==> src/rtl/serial_adder.sv <==
// serial_adder: bit-serial add/subtract using one full-adder cell and a registered carry.
// Latency: WIDTH cycles from the accepting edge to done; one op per WIDTH+2 cycles.
// Backpressure: none queued; start_in is only honoured in IDLE and ignored while busy/done.
//
// Ports:
//   clk_in    clock, all state updates on the rising edge
//   rst_in    synchronous active-high reset, aborts any operation in flight
//   start_in  request a new operation (sampled in IDLE only)
//   sub_in    0 = a_in + b_in + c_in, 1 = a_in - b_in (sampled with start_in)
//   a_in/b_in operands (sampled with start_in)
//   c_in      carry-in for add (ignored when subtracting)
//   busy      high while bits are still being processed
//   done      one-cycle pulse when sum/carry/overflow are updated
//   sum       registered result, held until the next done
//   carry     carry out of the MSB (subtract: 1 = no borrow)
//   overflow  signed overflow (carry into MSB xor carry out of MSB)
//
// WIDTH is intended for 2..64.
module serial_adder #(
    parameter int WIDTH = 8
) (
    input  logic             clk_in,
    input  logic             rst_in,
    input  logic             start_in,
    input  logic             sub_in,
    input  logic [WIDTH-1:0] a_in,
    input  logic [WIDTH-1:0] b_in,
    input  logic             c_in,
    output logic             busy,
    output logic             done,
    output logic [WIDTH-1:0] sum,
    output logic             carry,
    output logic             overflow
);

    localparam int CW = (WIDTH > 1) ? $clog2(WIDTH) : 1;

    typedef enum logic [1:0] {
        S_IDLE = 2'd0,
        S_RUN  = 2'd1,
        S_DONE = 2'd2
    } state_t;

    state_t           state_q, state_d;
    logic [WIDTH-1:0] opa_q, opa_d;
    logic [WIDTH-1:0] opb_q, opb_d;
    logic [WIDTH-1:0] res_q, res_d;
    logic             cy_q, cy_d;
    logic [CW-1:0]    cnt_q, cnt_d;
    logic             busy_q, busy_d;
    logic             done_q, done_d;
    logic [WIDTH-1:0] sum_q, sum_d;
    logic             carry_q, carry_d;
    logic             ovf_q, ovf_d;

    // The single full-adder cell, always looking at the current LSBs.
    logic fa_s;
    logic fa_co;
    logic last_bit;

    assign fa_s     = opa_q[0] ^ opb_q[0] ^ cy_q;
    assign fa_co    = (opa_q[0] & opb_q[0]) | (opa_q[0] & cy_q) | (opb_q[0] & cy_q);
    assign last_bit = (cnt_q == CW'(WIDTH - 1));

    // State register and all datapath/output registers.
    always_ff @(posedge clk_in) begin
        if (rst_in) begin
            state_q <= S_IDLE;
            opa_q   <= '0;
            opb_q   <= '0;
            res_q   <= '0;
            cy_q    <= 1'b0;
            cnt_q   <= '0;
            busy_q  <= 1'b0;
            done_q  <= 1'b0;
            sum_q   <= '0;
            carry_q <= 1'b0;
            ovf_q   <= 1'b0;
        end else begin
            state_q <= state_d;
            opa_q   <= opa_d;
            opb_q   <= opb_d;
            res_q   <= res_d;
            cy_q    <= cy_d;
            cnt_q   <= cnt_d;
            busy_q  <= busy_d;
            done_q  <= done_d;
            sum_q   <= sum_d;
            carry_q <= carry_d;
            ovf_q   <= ovf_d;
        end
    end

    // Next-state logic.
    always_comb begin
        state_d = state_q;
        case (state_q)
            S_IDLE:  if (start_in) state_d = S_RUN;
            S_RUN:   if (last_bit) state_d = S_DONE;
            S_DONE:  state_d = S_IDLE;
            default: state_d = S_IDLE;
        endcase
    end

    // Datapath and registered-output next values.
    always_comb begin
        opa_d   = opa_q;
        opb_d   = opb_q;
        res_d   = res_q;
        cy_d    = cy_q;
        cnt_d   = cnt_q;
        busy_d  = busy_q;
        done_d  = done_q;
        sum_d   = sum_q;
        carry_d = carry_q;
        ovf_d   = ovf_q;

        case (state_q)
            S_IDLE: begin
                done_d = 1'b0;
                if (start_in) begin
                    // Subtract is A + ~B + 1; c_in only matters for add.
                    opa_d = a_in;
                    opb_d = sub_in ? ~b_in : b_in;
                    cy_d  = sub_in ? 1'b1 : c_in;
                    cnt_d = '0;
                end
            end
            S_RUN: begin
                opa_d = opa_q >> 1;
                opb_d = opb_q >> 1;
                cy_d  = fa_co;
                res_d = {fa_s, res_q[WIDTH-1:1]};
                cnt_d = cnt_q + CW'(1);
                // busy rises one edge after acceptance and drops as DONE is entered.
                busy_d = !last_bit;
                if (last_bit) begin
                    sum_d   = {fa_s, res_q[WIDTH-1:1]};
                    carry_d = fa_co;
                    // cy_q here is the carry into the MSB.
                    ovf_d   = cy_q ^ fa_co;
                    done_d  = 1'b1;
                end
            end
            S_DONE: begin
                busy_d = 1'b0;
                done_d = 1'b0;
            end
            default: begin
                busy_d = 1'b0;
                done_d = 1'b0;
            end
        endcase
    end

    assign busy     = busy_q;
    assign done     = done_q;
    assign sum      = sum_q;
    assign carry    = carry_q;
    assign overflow = ovf_q;

endmodule
==> config.mk <==
export PLATFORM = sky130hd
export DESIGN_NAME = serial_adder
export DESIGN_NICKNAME = d
export VERILOG_FILES = /design/src/rtl/serial_adder.sv
export SDC_FILE = /design/constraint.sdc
export NUM_CORES = 1
export LEC_CHECK = 0
export CAP_MARGIN = 20
export CORE_ASPECT_RATIO = 0.5
export CORE_UTILIZATION = 51
export DETAILED_ROUTE_END_ITERATION = 12
export PLACE_DENSITY = 0.85
export SLEW_MARGIN = 30
export SYNTH_ARGS = -nofsm -noshare
export SYNTH_HDL_FRONTEND = slang
export SYNTH_SLANG_ARGS = --single-unit
==> constraint.sdc <==
create_clock -name clk_in -period 1.55 [get_ports clk_in]
set_input_delay 0.2325 -clock clk_in [delete_from_list [all_inputs] [get_ports clk_in]]
set_output_delay 0.2325 -clock clk_in [all_outputs]
set_load 0.01 [all_outputs]
==> metrics.md, run 1 <==
| Metric | Value |
|---|---|
| Slew margin rel. | `72.0%` |
| Die Wd | `85 um` |
| Tcrit/Tclk final | `92.7%` |
| Max stage delay on crit path | `0.56 ns` |
| DP HPWL | `2450 um` |
| R2r worst-path depth | `5` |
| CP Depth | `1` |
| Final ANT Viol Nets | `0` |
| Final core utilization | `69.7%` |
| Reg area | `822 sq um` |
| Crit Path Class | `reg2out` |
| Vias in the first global route | `1398` |
| Final setup skew | `0.00548 ns` |
| Critical path data arrival time | `1.20 ns` |
| Worst Path Required | `1.32 ns` |
| Area growth from synthesis to layout | `24.4%` |
| Post-layout min period | `1.44 ns` |
| Mapped Cells | `197` |
| H-tree depth | `2` |
| Area share of the largest cell type after synthesis | `46.7%` |
| Clk sinks | `41` |
| Worst-path clk slew | `0.08 ns` |
| Number of flops mapped to enable cells by yosys | `0` |
| Total GRT Usage | `23.2%` |
| RePlAce Congestion | `0.756` |
| Avg WL per Cell | `13.9 um` |
| F_max | `0.696 GHz` |
| Vias/cell | `5.57` |
| CTS Hold Bufs | `0` |
| Leakage | `0.775 nW` |
| Final Max Tran Viols | `0` |
| FF-to-FF Start | `cnt_q[0]$_SDFFE_PP0P_` |
| Postcts setup bufs | `0` |
| Warnings from Yosys | `0` |
| Yosys top cell by area | `dfxtp_1` |
| Rows | `14` |
| Yosys reg bits | `41` |
| Fillers | `253` |
| Total Wirelength | `3740 um` |
| Post-CTS sizing | `0` |
| Predominant post-synthesis flop cell | `dfxtp_1` |
| Ports | `33` |
| Via count | `1497` |
| Chip height | `43.5 um` |
| Max Cap Viol | `0` |
| Total gr overflow | `0` |
| Final hold violations | `0` |
| Netlist cell types | `36` |
| Nets | `252` |
| Setup TNS | `0 ns` |
| CTS max path bufs | `2` |
| RSZ-0062 raised after global routing | `no` |
| Die area | `3700 sq um` |
| Share of cells above drive strength 1 | `9.17%` |
| Clk_lat worst skew | `0.29 ns` |
| Port Buffers | `32` |
| Crit path cell chain | `clkdlybuf4s50_1` |
| Async set-reset flop share out of synthesis | `0%` |
| Slowest-stage cell, CP | `clkdlybuf4s50_1` |
| Maximum fanout along the worst path | `2` |
| Worst reg2reg path endpoint | `carry$_SDFFE_PP0P_` |
| First-pass GRT wire length | `6530 um` |
| Critical path capture point type | `primary output` |
| Clk root buf | `clkbuf_8` |
| Pin count of the biggest net entering global routing | `41` |
| Cell Area, Synth | `1760 sq um` |
| # setup viols final | `0` |
| Initial antenna violation count | `0` |
| Status | `completed` |
| Drt pass-1 iters | `5` |
| CP startpoint | `sum[1]$_SDFFE_PP0P_` |
| CP delay by family, top | `buffers and inverters` |
| Core area | `3140 sq um` |
| Antenna diode count | `0` |
| Hold Path Class | `reg2reg` |
| Worst-margin pin slew | `0.419 ns` |
| DRT iter0 DRCs | `80` |
| CP Buf/Inv Count | `1` |
| Register-to-register path setup slack | `0.16 ns` |
| CTS Buf Count | `5` |
| Synthesized area per cell | `8.92 sq um` |
| Area of the multi-input gates | `823 sq um` |
| Starting Density | `56.0%` |
| Hold slack | `0.455 ns` |
| Worst setup endpoint | `sum[1]` |
| Syn_nets | `221` |
| Power per Cell Area | `1000 nW/um^2` |
| Maximum vdd ir drop | `0.407 mV` |
| Sequential fraction of the synthesis area | `46.7%` |
| Top post-synthesis cells by area | `dfxtp_1 (47%), a21oi_1 (6.0%), nand2_1 (5.6%), a22oi_1 (3.8%), nor2_1 (3.6%)` |
| Residual DRC | `0` |
| Crit start category | `flip-flop` |
| CTS tree | `yes` |
[synthesized netlist by cell type (all sizes together) (3+ instances only)]
cell type,number
inv,4
o2bb2ai,4
buf,11
xnor2,7
nand3,11
a211oi,7
a22oi,9
o22ai,9
nor2,17
a21oi,21
dfxtp,41
nand2b,3
nand2,26
clkbuf,4
nand3b,3
[kinds of logic (layout without fill, tap and decap cells)]
logic type	count (synthesis)	count (layout)	share of synthesized area, %
AO/OA/AOI/OAI	59	59	22.5
XOR/XNOR	9	9	4.49
adder cells (fa/ha/maj)	3	3	2.56
buffers and inverters	19	51	6.41
flip-flops	41	41	46.7
AND/OR/NAND/NOR	66	66	17.3
[per-layer routing]
layer	global-route usage [%]	part of all wire, %
met5	0	0
met4	12.5	2.0
met3	5.33	6.0
met2	38.1	48
met1	29.2	44
[state kept, by name, indices dropped and copies added (netlist names)]
register,flops
busy,1
carry,1
cnt_q,3
cy_q,1
done,1
opa_q,8
opb_q,8
overflow,1
res_q,7
state_q,2
sum,8
[layout make-up]
cell class              count  area share, %
multi-input cells         137           37.7
flip-flops and latches     41           37.6
repair buffers             39           17.1
clock buffers               7           4.41
well taps                  40           2.29
inverters                   4          0.687
clock inverters             1          0.229
[layout by cell type (no fill, tap or decap)]
cell type         n
a31oi_1           1
inv_1             4
ha_1              2
a2bb2oi_1         1
clkdlybuf4s50_1  32
nor3_1            1
or2_1             2
dfxtp_1          40
nor2b_1           1
fa_1              1
o31ai_1           1
clkinv_2          1
xor2_1            2
nand3_1          11
a21oi_1          21
o21bai_2          1
o21ai_0           2
and2b_1           1
nor3b_1           1
a22oi_1           9
dfxtp_2           1
a221oi_1          1
o21ba_2           1
a211oi_1          6
nand2b_1          2
nand2b_4          1
xnor2_1           7
nand2_1          26
a211oi_2          1
clkbuf_8          7
nor2_1           17
o2bb2ai_1         4
o22ai_1           9
nand3b_1          3
buf_4             7
o221a_2           1
[how the worst min path moves through the flow]
stage / start / end / cells past startpoint
after floorplan: start_in / state_q[0]$_SDFFE_PP0P_ / 2
after global placement: overflow$_SDFFE_PP0P_ / overflow$_SDFFE_PP0P_ / 2
after detailed placement: sum[2]$_SDFFE_PP0P_ / sum[2]$_SDFFE_PP0P_ / 2
after CTS: sum[2]$_SDFFE_PP0P_ / sum[2]$_SDFFE_PP0P_ / 2
after global routing: sum[4]$_SDFFE_PP0P_ / sum[4]$_SDFFE_PP0P_ / 2
final: overflow$_SDFFE_PP0P_ / overflow$_SDFFE_PP0P_ / 2
[through the flow]
stage / area, sq um / cells / worst slack (ns) / power, W
global route: 2180 / 269 / 0.0310 / 0.00227
CTS: 2180 / 269 / 0.103 / 0.00220
finish: 2180 / 269 / 0.113 / 0.00219
floorplan: 1760 / 197 / 0.315 / 0.00135
detailed placement: 2080 / 261 / -0.00578 / 0.00144
global placement: 2080 / 261 / 0.0669 / 0.00143
[where the power goes]
part | switching, W | total [W] | internal [W] | leakage [nW]
clock | 0.000362 | 0.000764 | 0.000402 | 0.0542
combinational | 0.000141 | 0.000282 | 0.000141 | 0.386
sequential | 0.0000372 | 0.00114 | 0.00110 | 0.335
No activity file was read; power rests on OpenSTA's default activity.
==> run 2: changes to the inputs <==
Settings changed: CORE_ASPECT_RATIO 0.5 to 0.9.
==> metrics.md, run 2 (synthesis gave the netlist of run 1 again) <==
| Metric | Value |
|---|---|
| RePlAce Congestion | `0.771` |
| Leakage | `0.790 nW` |
| Total Wirelength | `3510 um` |
| Sequential share of power | `51.1%` |
| Pin count of the biggest net entering global routing | `41` |
| Critical path data arrival time | `1.18 ns` |
| Sw Ratio | `23.3%` |
| Port Buffers | `32` |
| Final core utilization | `69.9%` |
| Total gr overflow | `0` |
| Rows | `19` |
| Postcts setup bufs | `0` |
| Vias in the first global route | `1353` |
| Drt pass-1 iters | `4` |
| Dpl cell area | `2110 sq um` |
| Maximum fanout along the worst path | `2` |
| Post-CTS sizing | `0` |
| Most common cell after layout, fill and taps aside | `dfxtp_1` |
| Clk sinks | `41` |
| Status | `completed` |
| H-tree depth | `2` |
| Post-Layout Inst Area | `2210 sq um` |
| Tcrit/Tclk final | `91.0%` |
| Area growth from synthesis to layout | `25.9%` |
| Area of the multi-input gates | `823 sq um` |
| Final std cells w/o fill | `273` |
| Crit path cell chain | `clkdlybuf4s50_1` |
| Hold Path Class | `reg2reg` |
| Worst-margin pin slew | `0.472 ns` |
| CTS tree | `yes` |
| Final Max Tran Viols | `0` |
| Nets | `255` |
| DP HPWL | `2390 um` |
| Clock group share of total power | `36.4%` |
| CP startpoint | `busy$_SDFFE_PP0P_` |
| First-pass GRT wire length | `5840 um` |
| # setup viols final | `0` |
| Setup TNS | `0 ns` |
| Hold Path Origin | `sum[0]$_SDFFE_PP0P_` |
| Starting Density | `55.6%` |
| Max stage delay on crit path | `0.55 ns` |
| CP delay by family, top | `buffers and inverters` |
| Cells after DPL | `266` |
| CTS Hold Bufs | `0` |
| Maximum vdd ir drop | `0.672 mV` |
| Clk root buf | `clkbuf_8` |
| Crit start category | `flip-flop` |
| Slew margin rel. | `68.5%` |
| CTS Buf Count | `5` |
| Ports | `33` |
| Critical path capture point type | `primary output` |
| Fillers | `253` |
| CP Buf/Inv Count | `1` |
| Worst Path Required | `1.32 ns` |
| Total power | `0.00224 W` |
| Initial antenna violation count | `0` |
| Die Wd | `63.9 um` |
| Share of cells above drive strength 1 | `9.52%` |
| Max Cap Viol | `0` |
| Final ANT Viol Nets | `0` |
| Worst-path clk slew | `0.08 ns` |
| Switch Pwr | `0.000521 W` |
| Die area | `3680 sq um` |
| Reg area | `821 sq um` |
| Avg WL per Cell | `12.8 um` |
| CTS max path bufs | `2` |
| Via count | `1473` |
| Vias/cell | `5.40` |
| Power per Cell Area | `1010 nW/um^2` |
| Crit Path Class | `reg2out` |
| Clk_lat worst skew | `0.29 ns` |
| Slowest-stage cell, CP | `clkdlybuf4s50_1` |
| FF-to-FF Start | `state_q[0]$_SDFFE_PP0P_` |
| Cell Int Power | `0.00172 W` |
| Antenna diode count | `0` |
| Final hold violations | `0` |
| F_max | `0.709 GHz` |
| Total GRT Usage | `21.0%` |
| Final setup skew | `0.00568 ns` |
| Logic pwr share | `12.5%` |
| RSZ-0062 raised after global routing | `no` |
| Residual DRC | `0` |
| Post-layout min period | `1.41 ns` |
| Core area | `3160 sq um` |
| Chip height | `57.7 um` |
| Most frequent cells in the layout | `dfxtp_1 (41), clkdlybuf4s50_1 (32), nand2_1 (26)` |
| DRT iter0 DRCs | `68` |
[run 2: cell count changes in the layout (fill, tap and decap cells not counted), sizes merged]
| cell | delta |
|---|---|
| buf | +3 |
| bufinv | +1 |
| clkbuf | -2 |
[run 2: cell type report]
type                    count  area share [%]
clock buffers               5            3.11
clock inverters             2            1.58
inverters                   4           0.679
multi-input cells         137            37.2
flip-flops and latches     41            37.1
well taps                  42            2.38
repair buffers             42            17.9
[run 2: power by group through the flow]
stage	combinational [W]	clock, W	sequential [W]
floorplan	0.000197	0	0.00115
global placement	0.000271	0	0.00117
detailed placement	0.000278	0	0.00117
CTS	0.000281	0.000831	0.00114
global route	0.000305	0.000862	0.00115
finish	0.000281	0.000814	0.00114
[run 2: path summary, 6_finish.rpt]
kind                           end  slack (ns)  cells after the start
max reg2reg  opa_q[0]$_SDFFE_PP0P_        0.14                      2
max                           busy        0.14                      1
min            sum[0]$_SDFFE_PP0P_        0.45                      2
min reg2reg    sum[0]$_SDFFE_PP0P_        0.45                      2
[run 2: metrics by stage]
stage / setup slack [ns] / hold slack (ns)
2_1_floorplan: 0.315 / 0.396
3_3_place_gp: 0.0583 / 0.443
3_5_place_dp: 0.0411 / 0.447
4_1_cts: 0.141 / 0.458
5_1_grt: 0.00849 / 0.474
6_report: 0.140 / 0.455
[run 2: metal layers]
metal | wire [um] | part of all wire [%] | vias up | track usage [%]
met1 | 1720 | 49 | 678 | 26.1
met3 | 122 | 3.5 | 7 | 4.72
li1 | - | - | 757 | -
met4 | 76 | 2.2 | 0 | 11.7
met5 | 0 | 0 | - | 0
met2 | 1580 | 45 | 31 | 34.2
==> run 3: changes to the inputs <==
Settings changed: CAP_MARGIN 20 to unset.
==> results of run 3 <==
Final layout, timing and power as in run 2 (identical DEF).
==> RTL edit: new RTL, flow settings as in run 3 <==
`WIDTH`: 8 -> 16.
--- a/src/rtl/serial_adder.sv
+++ b/src/rtl/serial_adder.sv
@@ -19,3 +19,3 @@
 module serial_adder #(
-    parameter int WIDTH = 8
+    parameter int WIDTH = 16
 ) (
Ports: changed (resized a_in, b_in and sum); port bits go from 33 to 57. No check against the original RTL was run, so the function may have changed too.
==> RTL edit against run 3 <==
  * Sequential cell count grew 33
  * Fmax down 6.9%
  * Synthesized area is 73% higher
  * Cell area up 81%
  * Clock power rose by 120%
  * Sequential share of layout area is 0.12 points lower
  * Wire length increased by 97%
  * Via count increased by 79%
  * Worst setup slack got worse by 110 ps
  * Register-to-register slack worse by 70 ps
  * Power increased by 91%
  * First-iteration DRC count up 68%
  * Critical path type is now in -> reg
  * Largest cell class is now sequential cells
  * Highest routed layer unchanged
==> RTL edit: results (changes against run 3) <==
metric	value	unit	change
status	completed		unchanged
Max VDD drop	0.0006494	V	was 0.0006721 V
Min Hold Slack	432.7	ps	was 454.9 ps
vias per inst	5.623		was 5.396
Skew-Pair Late Insertion Delay	340	ps	was 290 ps
Lkg Pwr	0.001465	µW	was 0.0007897 µW
Top delay family on crit path	simple AND/OR/NAND/NOR gates		was buffers and inverters
Nets	434		was 255
placed insts	454		was 266
I/O Buffers	56		was 32
largest net degree at the start of global routing	31		was 41
hold path depth	3		was 2
Synth cell types	34		was 36
non-filler cells, final	469		was 273
Cells after Synth	338		was 197
Clock Power Share	41.6	%	was 36.4%
Hold Path End	opa_q[10]$_SDFFE_PP0P_		was sum[0]$_SDFFE_PP0P_
drt wl/cell	14.72	µm	was 12.85 µm
vias in the first global route	2495		was 1353
first-pass GRT wire length	11500	µm	was 5844 µm
total power draw	4272	µW	was 2238 µW
DRT iter0 DRCs	114		was 68
max-slew violations	0		unchanged
critical path's slowest cell	or4b_4		was clkdlybuf4s50_1
Comb group	463	µW	was 281 µW
worst slew pin tran	606.3	ps	was 471.5 ps
Net Count, Synth	377		was 221
r2r endpoint	cnt_q[3]$_SDFFE_PP0P_		was opa_q[0]$_SDFFE_PP0P_
Overall Global Routing Usage	23.19	%	was 21.04%
H-Tree Depth	3		was 2
Reg2Reg Depth	4		was 2
NetSw	948.6	µW	was 521.2 µW
Arr. time, crit path	1790	ps	was 1180 ps
R2R Setup Slk	70	ps	was 140 ps
RePlAce Congestion	0.7589		was 0.7710
largest cells by area after synthesis	dfxtp_1 (49%), a21oi_1 (7.7%), nand2_1 (6.4%)		was dfxtp_1 (47%), a21oi_1 (6.0%), nand2_1 (5.6%)
Hold Path Class	in -> reg		was reg -> reg
share of layout cells above drive strength 1	17.54	%	was 9.524%
DP HPWL	4545	µm	was 2389 µm
number of synthesized flops with an enable pin	0		unchanged
Seq/Total Area, Yosys	48.76	%	was 46.72%
Max stage delay on crit path	570	ps	was 550 ps
DP Worst Slack	-439.8	ps	was 41.12 ps
clock skew	8.940	ps	was 5.681 ps
Placed Area	3727	µm²	was 2107 µm²
hold_sp	a_in[10]		was sum[0]$_SDFFE_PP0P_
synth cell count leaders	dfxtp_1 (74), nand2_1 (52), a21oi_1 (47)		was dfxtp_1 (41), nand2_1 (26), a21oi_1 (21)
RTL edit: cell type report:
type	count	area, µm²
Clock buffer	10	137.6
Clock inverter	5	102.6
Fill cell	439	1719
Inverter	1	3.754
Multi-Input combinational cell	231	1441
Sequential cell	74	1483
Tap cell	70	87.58
Timing Repair Buffer	78	750.7
RTL edit: what timing repair did:
| action | in CTS | in global routing |
|---|---|---|
| resized for setup | 3 | 6 |
| endpoints found under the setup margin | 34 | 20 |
| endpoints found under the hold margin | 0 | 0 |
RTL edit: cell families after synthesis:
| family | count (synthesis) | synth area share [%] |
|---|---|---|
| fa+ha+maj | 2 | 1.071 |
| simple gates | 106 | 16.93 |
| flops | 74 | 48.76 |
| xor+xnor | 17 | 4.901 |
| compound gates | 106 | 23.23 |
| buf+inv | 33 | 5.107 |
RTL edit: per-layer routing:
layer / global-route usage [%] / vias up / wire length [µm]
li1: - / 1314 / -
met1: 28.84 / 1237 / 3142
met2: 38.89 / 74 / 3346
met3: 6.031 / 12 / 312
met4: 10.15 / 0 / 102
met5: 0 / - / 0
RTL edit: worst max-delay path by stage:
stage	start	endpoint	slack [ps]	cells after the start
floorplan	cnt_q[0]$_SDFFE_PP0P_	overflow$_SDFFE_PP0P_	40	6
global placement	start_in	opb_q[6]$_SDFFE_PP0P_	-370	4
detailed placement	start_in	opb_q[11]$_SDFFE_PP0P_	-440	4
CTS	cnt_q[0]$_SDFFE_PP0P_	sum[14]$_SDFFE_PP0P_	30	5
global route	cnt_q[0]$_SDFFE_PP0P_	carry$_SDFFE_PP0P_	-20	5
finish	start_in	opb_q[9]$_SDFFE_PP0P_	30	5
RTL edit: worst register-to-register path: stages, from the launching register on:
cell and delay (ps):
dfxtp_1 460, nand2b_1 170, buf_4 230, or3_1 360, a31oi_1 190
